**config.mk**
```make
export PLATFORM = sky130hd
export DESIGN_NAME = adaptive_threshold_filter
export DESIGN_NICKNAME = d
export VERILOG_FILES = /design/src/rtl/adaptive_threshold_filter.sv
export SDC_FILE = /design/constraint.sdc
export NUM_CORES = 1
export LEC_CHECK = 0
export ABC_AREA = 1
export CORE_MARGIN = 2
export CORE_UTILIZATION = 50
export CTS_BUF_LIST = sky130_fd_sc_hd__clkbuf_4 sky130_fd_sc_hd__clkbuf_8 sky130_fd_sc_hd__clkbuf_16
export DETAILED_ROUTE_END_ITERATION = 8
export PLACE_DENSITY = 0.74
export SLEW_MARGIN = 15
export SYNTH_ARGS = -nofsm -noshare
export SYNTH_HDL_FRONTEND = slang
export SYNTH_SLANG_ARGS = --single-unit
```
**constraint.sdc**
```tcl
create_clock -name clk -period 5.4 [get_ports clk]
set_clock_uncertainty 0.05 [all_clocks]
set_input_delay 1.08 -clock clk [delete_from_list [all_inputs] [get_ports clk]]
set_output_delay 1.08 -clock clk [all_outputs]
set_load 0.005 [all_outputs]
```
**src/rtl/adaptive_threshold_filter.sv**
```systemverilog
// Pixel luminance threshold filter: binary / inverted / grayscale / bypass.
// Latency 2 cycles, no backpressure. Optional macro THRESH_HYST_EN adds per-frame hysteresis.
module adaptive_threshold_filter #(
    parameter int COLOR_W    = 4,
    parameter int DEF_THRESH = 2 ** (COLOR_W - 1),
    parameter int HYST       = 1
) (
    input  logic               clk,
    input  logic               reset,
    input  logic               i_valid,
    input  logic               i_sof,
    input  logic [COLOR_W-1:0] i_r,
    input  logic [COLOR_W-1:0] i_g,
    input  logic [COLOR_W-1:0] i_b,
    input  logic [1:0]         i_mode,
    input  logic               i_auto,
    input  logic [COLOR_W-1:0] i_thresh,
    output logic               o_valid,
    output logic               o_sof,
    output logic [COLOR_W-1:0] o_r,
    output logic [COLOR_W-1:0] o_g,
    output logic [COLOR_W-1:0] o_b,
    output logic [COLOR_W-1:0] o_thresh
);

    localparam logic [COLOR_W-1:0] DEF_THR = COLOR_W'(DEF_THRESH);

    logic [COLOR_W+1:0] sum;
    logic [COLOR_W-1:0] luma_in;
    logic [COLOR_W:0]   mid_sum;
    logic [COLOR_W-1:0] auto_new;

    logic               s1_valid;
    logic               s1_sof;
    logic [COLOR_W-1:0] s1_luma;
    logic [COLOR_W-1:0] s1_r;
    logic [COLOR_W-1:0] s1_g;
    logic [COLOR_W-1:0] s1_b;

    logic [1:0]         sh_mode;
    logic               sh_auto;
    logic [COLOR_W-1:0] sh_thresh;

    logic [COLOR_W-1:0] stat_min;
    logic [COLOR_W-1:0] stat_max;
    logic               frame_seen;
    logic [COLOR_W-1:0] auto_thr;

    logic [COLOR_W-1:0] thr;
    logic               above;
    logic [COLOR_W-1:0] mux_r;
    logic [COLOR_W-1:0] mux_g;
    logic [COLOR_W-1:0] mux_b;

    always_comb begin
        sum      = {2'b00, i_r} + {1'b0, i_g, 1'b0} + {2'b00, i_b};
        luma_in  = COLOR_W'(sum >> 2);
        mid_sum  = {1'b0, stat_min} + {1'b0, stat_max};
        auto_new = COLOR_W'(mid_sum >> 1);
    end

    // Stage 1: luma, delayed raw pixel, shadow controls and frame statistics
    always_ff @(posedge clk) begin
        if (reset) begin
            s1_valid   <= 1'b0;
            s1_sof     <= 1'b0;
            s1_luma    <= '0;
            s1_r       <= '0;
            s1_g       <= '0;
            s1_b       <= '0;
            sh_mode    <= 2'd0;
            sh_auto    <= 1'b0;
            sh_thresh  <= DEF_THR;
            stat_min   <= '0;
            stat_max   <= '0;
            frame_seen <= 1'b0;
            auto_thr   <= DEF_THR;
        end else begin
            s1_valid <= i_valid;
            if (i_valid) begin
                s1_sof  <= i_sof;
                s1_luma <= luma_in;
                s1_r    <= i_r;
                s1_g    <= i_g;
                s1_b    <= i_b;
                if (i_sof) begin
                    sh_mode    <= i_mode;
                    sh_auto    <= i_auto;
                    sh_thresh  <= i_thresh;
                    if (frame_seen)
                        auto_thr <= auto_new;
                    stat_min   <= luma_in;
                    stat_max   <= luma_in;
                    frame_seen <= 1'b1;
                end else if (frame_seen) begin
                    if (luma_in < stat_min)
                        stat_min <= luma_in;
                    if (luma_in > stat_max)
                        stat_max <= luma_in;
                end
            end
        end
    end

    assign thr = sh_auto ? auto_thr : sh_thresh;

`ifdef THRESH_HYST_EN
    localparam logic [COLOR_W:0] HYST_V = (COLOR_W + 1)'(HYST);

    logic               hyst_b;
    logic               b_cur;
    logic [COLOR_W:0]   hi_w;
    logic [COLOR_W-1:0] hi;
    logic [COLOR_W-1:0] lo;

    // Band edges saturate so thr near 0 or all-ones stays meaningful
    always_comb begin
        hi_w  = {1'b0, thr} + HYST_V;
        hi    = hi_w[COLOR_W] ? '1 : hi_w[COLOR_W-1:0];
        lo    = ({1'b0, thr} < HYST_V) ? '0 : COLOR_W'({1'b0, thr} - HYST_V);
        b_cur = s1_sof ? 1'b0 : hyst_b;
        above = b_cur ? !(s1_luma < lo) : (s1_luma > hi);
    end

    always_ff @(posedge clk) begin
        if (reset)
            hyst_b <= 1'b0;
        else if (s1_valid)
            hyst_b <= above;
    end
`else
    assign above = s1_luma > thr;
`endif

    always_comb begin
        mux_r = {COLOR_W{above}};
        mux_g = {COLOR_W{above}};
        mux_b = {COLOR_W{above}};
        case (sh_mode)
            2'd1: begin
                mux_r = {COLOR_W{~above}};
                mux_g = {COLOR_W{~above}};
                mux_b = {COLOR_W{~above}};
            end
            2'd2: begin
                mux_r = s1_luma;
                mux_g = s1_luma;
                mux_b = s1_luma;
            end
            2'd3: begin
                mux_r = s1_r;
                mux_g = s1_g;
                mux_b = s1_b;
            end
            default: ;
        endcase
    end

    // Stage 2: output register
    always_ff @(posedge clk) begin
        if (reset) begin
            o_valid  <= 1'b0;
            o_sof    <= 1'b0;
            o_r      <= '0;
            o_g      <= '0;
            o_b      <= '0;
            o_thresh <= '0;
        end else begin
            o_valid <= s1_valid;
            if (s1_valid) begin
                o_sof    <= s1_sof;
                o_r      <= mux_r;
                o_g      <= mux_g;
                o_b      <= mux_b;
                o_thresh <= thr;
            end
        end
    end

endmodule

```
==> metrics <==
Tightest Hold Check Type flop to flop; WHS Path Cells 2; grt ovf 0; CP Max Fanout 6; non-filler instance count after layout around 510; TritonCTS buffer count 5; status finished clean; routed vias ~2.5k; DR iter-0 viols 96; Worst-Margin Slew roughly 0.73 ns; Hold Slack a little over 0.4 ns; Syn Nets about 460; slowest cell on the critical path fa_1; synthesis-to-finish area growth 15.7%; IO Count 41; Setup crit start kind input pin; Clk pwr share roughly a quarter; first-pass GRT wire length about 10 mm; final routed DRC violation total 0; Initial Utilization a little over half; Gate Count Post-Synth between 400 and 500; P per Cell Area 281 mW/mm2; most frequent cells in the layout nor2_1 (73), nand2_1 (69), inv_1 (59); final setup violation count 0; most common cell after layout, fill and taps aside nor2_1; WS Path Type input pin to flop; largest net degree at the start of global routing 49; Critical Path RT between 5 and 6 ns; layout cells sized above 1 under 10%; WP data arrival about 4 ns; row cnt 27; Post-Place Worst Slack about 1.3 ns; post-CTS setup buffer count 0; Post-Route WL 5.86 mm; Yosys top cell by area dfxtp_1; wire length per cell 11.4 um; clk_lat worst skew 0.30 ns; Die W just over 80 um; Ys Warns 0; sw frac between 30% and 40%; worst r2r dst o_b[2]; Worst Setup End Kind flop; number of detailed-route iterations in the first pass 4; PortBufs 40; die footprint ~0.0065 mm2; post-CTS sizing 0; Psw between 200 and 300 uW; routability congestion estimate a little over 0.8; Reg power frac 49.3%; RSZ-0062 raised after global routing false; Vias/cell slightly below 5; Slew HR 51.5%; Slew Viols, Final 0; vias in the first global route 2245; IR drop worst, VDD 135 uV; H-tree levels 2; post-route ant nets 0; Longest Clk Path Bufs 2; Hold Startpoint s1_r[3]; complex-gate fraction of the synthesized area a little over an eighth; max-cap violations 0; placed insts a little over 500; Power, Total roughly 950 uW; Comb pwr share 25.3%; TritonCTS clock tree built; Detailed Place HPWL between 4 and 5 mm; xor/xnor cell area share of the yosys netlist less than 1%; # hold bufs at CTS 0; Fin Setup TNS 0 ns; Die H ~80 um; Pleak ~1.6 nW; post-layout minimum cycle time between 3 and 4 ns; crit share post-route 70.1%; clock slew at reported path FFs 0.10 ns; Yosys cell types 24; max incr delay on CP between 0.4 and 0.5 ns; Reg2Reg Depth 10; initial antenna violation count 0; Power Internal 658 uW; setup slack after layout 1.61 ns; Post-Syn Area between 0.002 and 0.003 mm2; simple-gate share of the synthesized area approximately 24%; mux contribution to synthesized area less than 1%; r2r setup slk between 3 and 4 ns; Reg-to-Reg Start sh_auto; top-area cell type share of the netlist area between 30% and 40%; worst-path cell chain clkdlybuf4s50_1 > inv_1 > fa_1 > nor2_1 > inv_1 > fa_1 > inv_1 > a21oi_1 > nor2_1 > nor2_1 > inv_1 > ha_1 > a21oi_1 > nand3_1 > nand2_2 > nand2_1 > nand2_1 > nor2_1; Diodes inserted 0; clock sink count between 50 and 60; synth top area cells dfxtp_1 (38%), nor2_1 (9.3%), nand2_1 (8.8%); hold endpoint s1_r[3]; GRT Total Usage 19.9%; Nets 486; main combinational cell family by area after synthesis simple AND/OR/NAND/NOR gates; max frequency between 0.2 and 0.3 GHz; register bit total from synthesis 56; Hold Vio Cnt, Final 0; Root Driver clkbuf_8; average cell area after synthesis 7.10 um2; Core ar. roughly 0.0056 mm2; Adder-Cell Fraction of Synth Area 10.7%; post-synthesis sequential area ratio 38.2%
## critical path, delay by kind of cell
family                   cells  cell delay, ns
adder cells (fa/ha/maj)      3            1.12
AND/OR/NAND/NOR              8            0.78
buffers and inverters        5            0.76
AO/OA/AOI/OAI                2            0.20
## area by class of cell
| cell class | count | area (um2) |
|---|---|---|
| fillers | 527 | 2180 |
| clock buffers | 6 | 82.6 |
| clock inverters | 2 | 13.8 |
| multi-input cells | 276 | 1450 |
| repair buffers | 40 | 400 |
| flip-flops and latches | 56 | 1120 |
| well taps | 72 | 90.1 |
| inverters | 62 | 233 |
## cells in the mapped netlist
cell type,count
nand2_1,69
clkbuf_1,2
o21ai_0,41
inv_2,3
o211ai_1,4
nand4_1,1
o21bai_1,1
buf_6,4
nor2_4,1
xor2_1,1
xnor2_1,1
ha_1,17
buf_4,4
nor2_1,73
mux2i_1,1
inv_1,59
buf_2,9
a21oi_1,28
fa_1,5
nand3b_1,2
dfxtp_1,56
nand3_1,23
nand2_2,5
o21ai_1,3
## through the flow
stage | utilization (%) | area (um2)
floorplan | - | 2930
global placement | 59.1 | 3290
detailed placement | 59.1 | 3290
CTS | 60.8 | 3390
global route | 60.8 | 3390
finish | 60.8 | 3390
## routing by layer
metal / share of wire (%) / global-route usage [%] / routed length (um) / up-vias
met5: 0 / 0 / 0 / -
li1: - / - / - / 1348
met3: 3.2 / 3.82 / 187 / 5
met2: 48 / 33.8 / 2810 / 39
met1: 48 / 26.2 / 2800 / 1154
met4: 1.0 / 4.58 / 59 / 0
## state kept, by name (all words and copies together), names as in the netlist, 2 cells and up
register	cells
s1_b	4
o_g	4
sh_mode	2
s1_luma	4
s1_r	4
o_thresh	4
o_b	4
stat_min	4
s1_g	4
stat_max	4
auto_thr	4
sh_thresh	4
o_r	4
## worst max path at each step
stage / to / slack, ns / from
2_1_floorplan: stat_min[3] / 2.01 / i_r[1]
3_5_place_dp: stat_min[1] / 1.30 / i_r[1]
4_1_cts: stat_min[1] / 1.62 / i_r[1]
5_1_grt: stat_min[2] / 1.36 / i_r[1]
6_report: stat_min[3] / 1.61 / i_r[1]
3_3_place_gp: stat_min[3] / 1.34 / i_r[1]
## logic make-up (layout without fill, tap and decap cells)
logic type,Yosys count,count (layout)
compound gates,77,77
xor+xnor,2,2
fa+ha+maj,22,22
buf+inv,81,110
flops,56,56
mux,1,1
simple gates,174,174
## power groups by stage
stage / clock [mW] / combinational (mW) / sequential, mW
floorplan: 0 / 0.179 / 0.470
global placement: 0 / 0.233 / 0.479
detailed placement: 0 / 0.241 / 0.480
CTS: 0.251 / 0.243 / 0.470
global route: 0.266 / 0.279 / 0.475
finish: 0.242 / 0.241 / 0.470
Note: power is estimated with default switching activity, not from simulation.
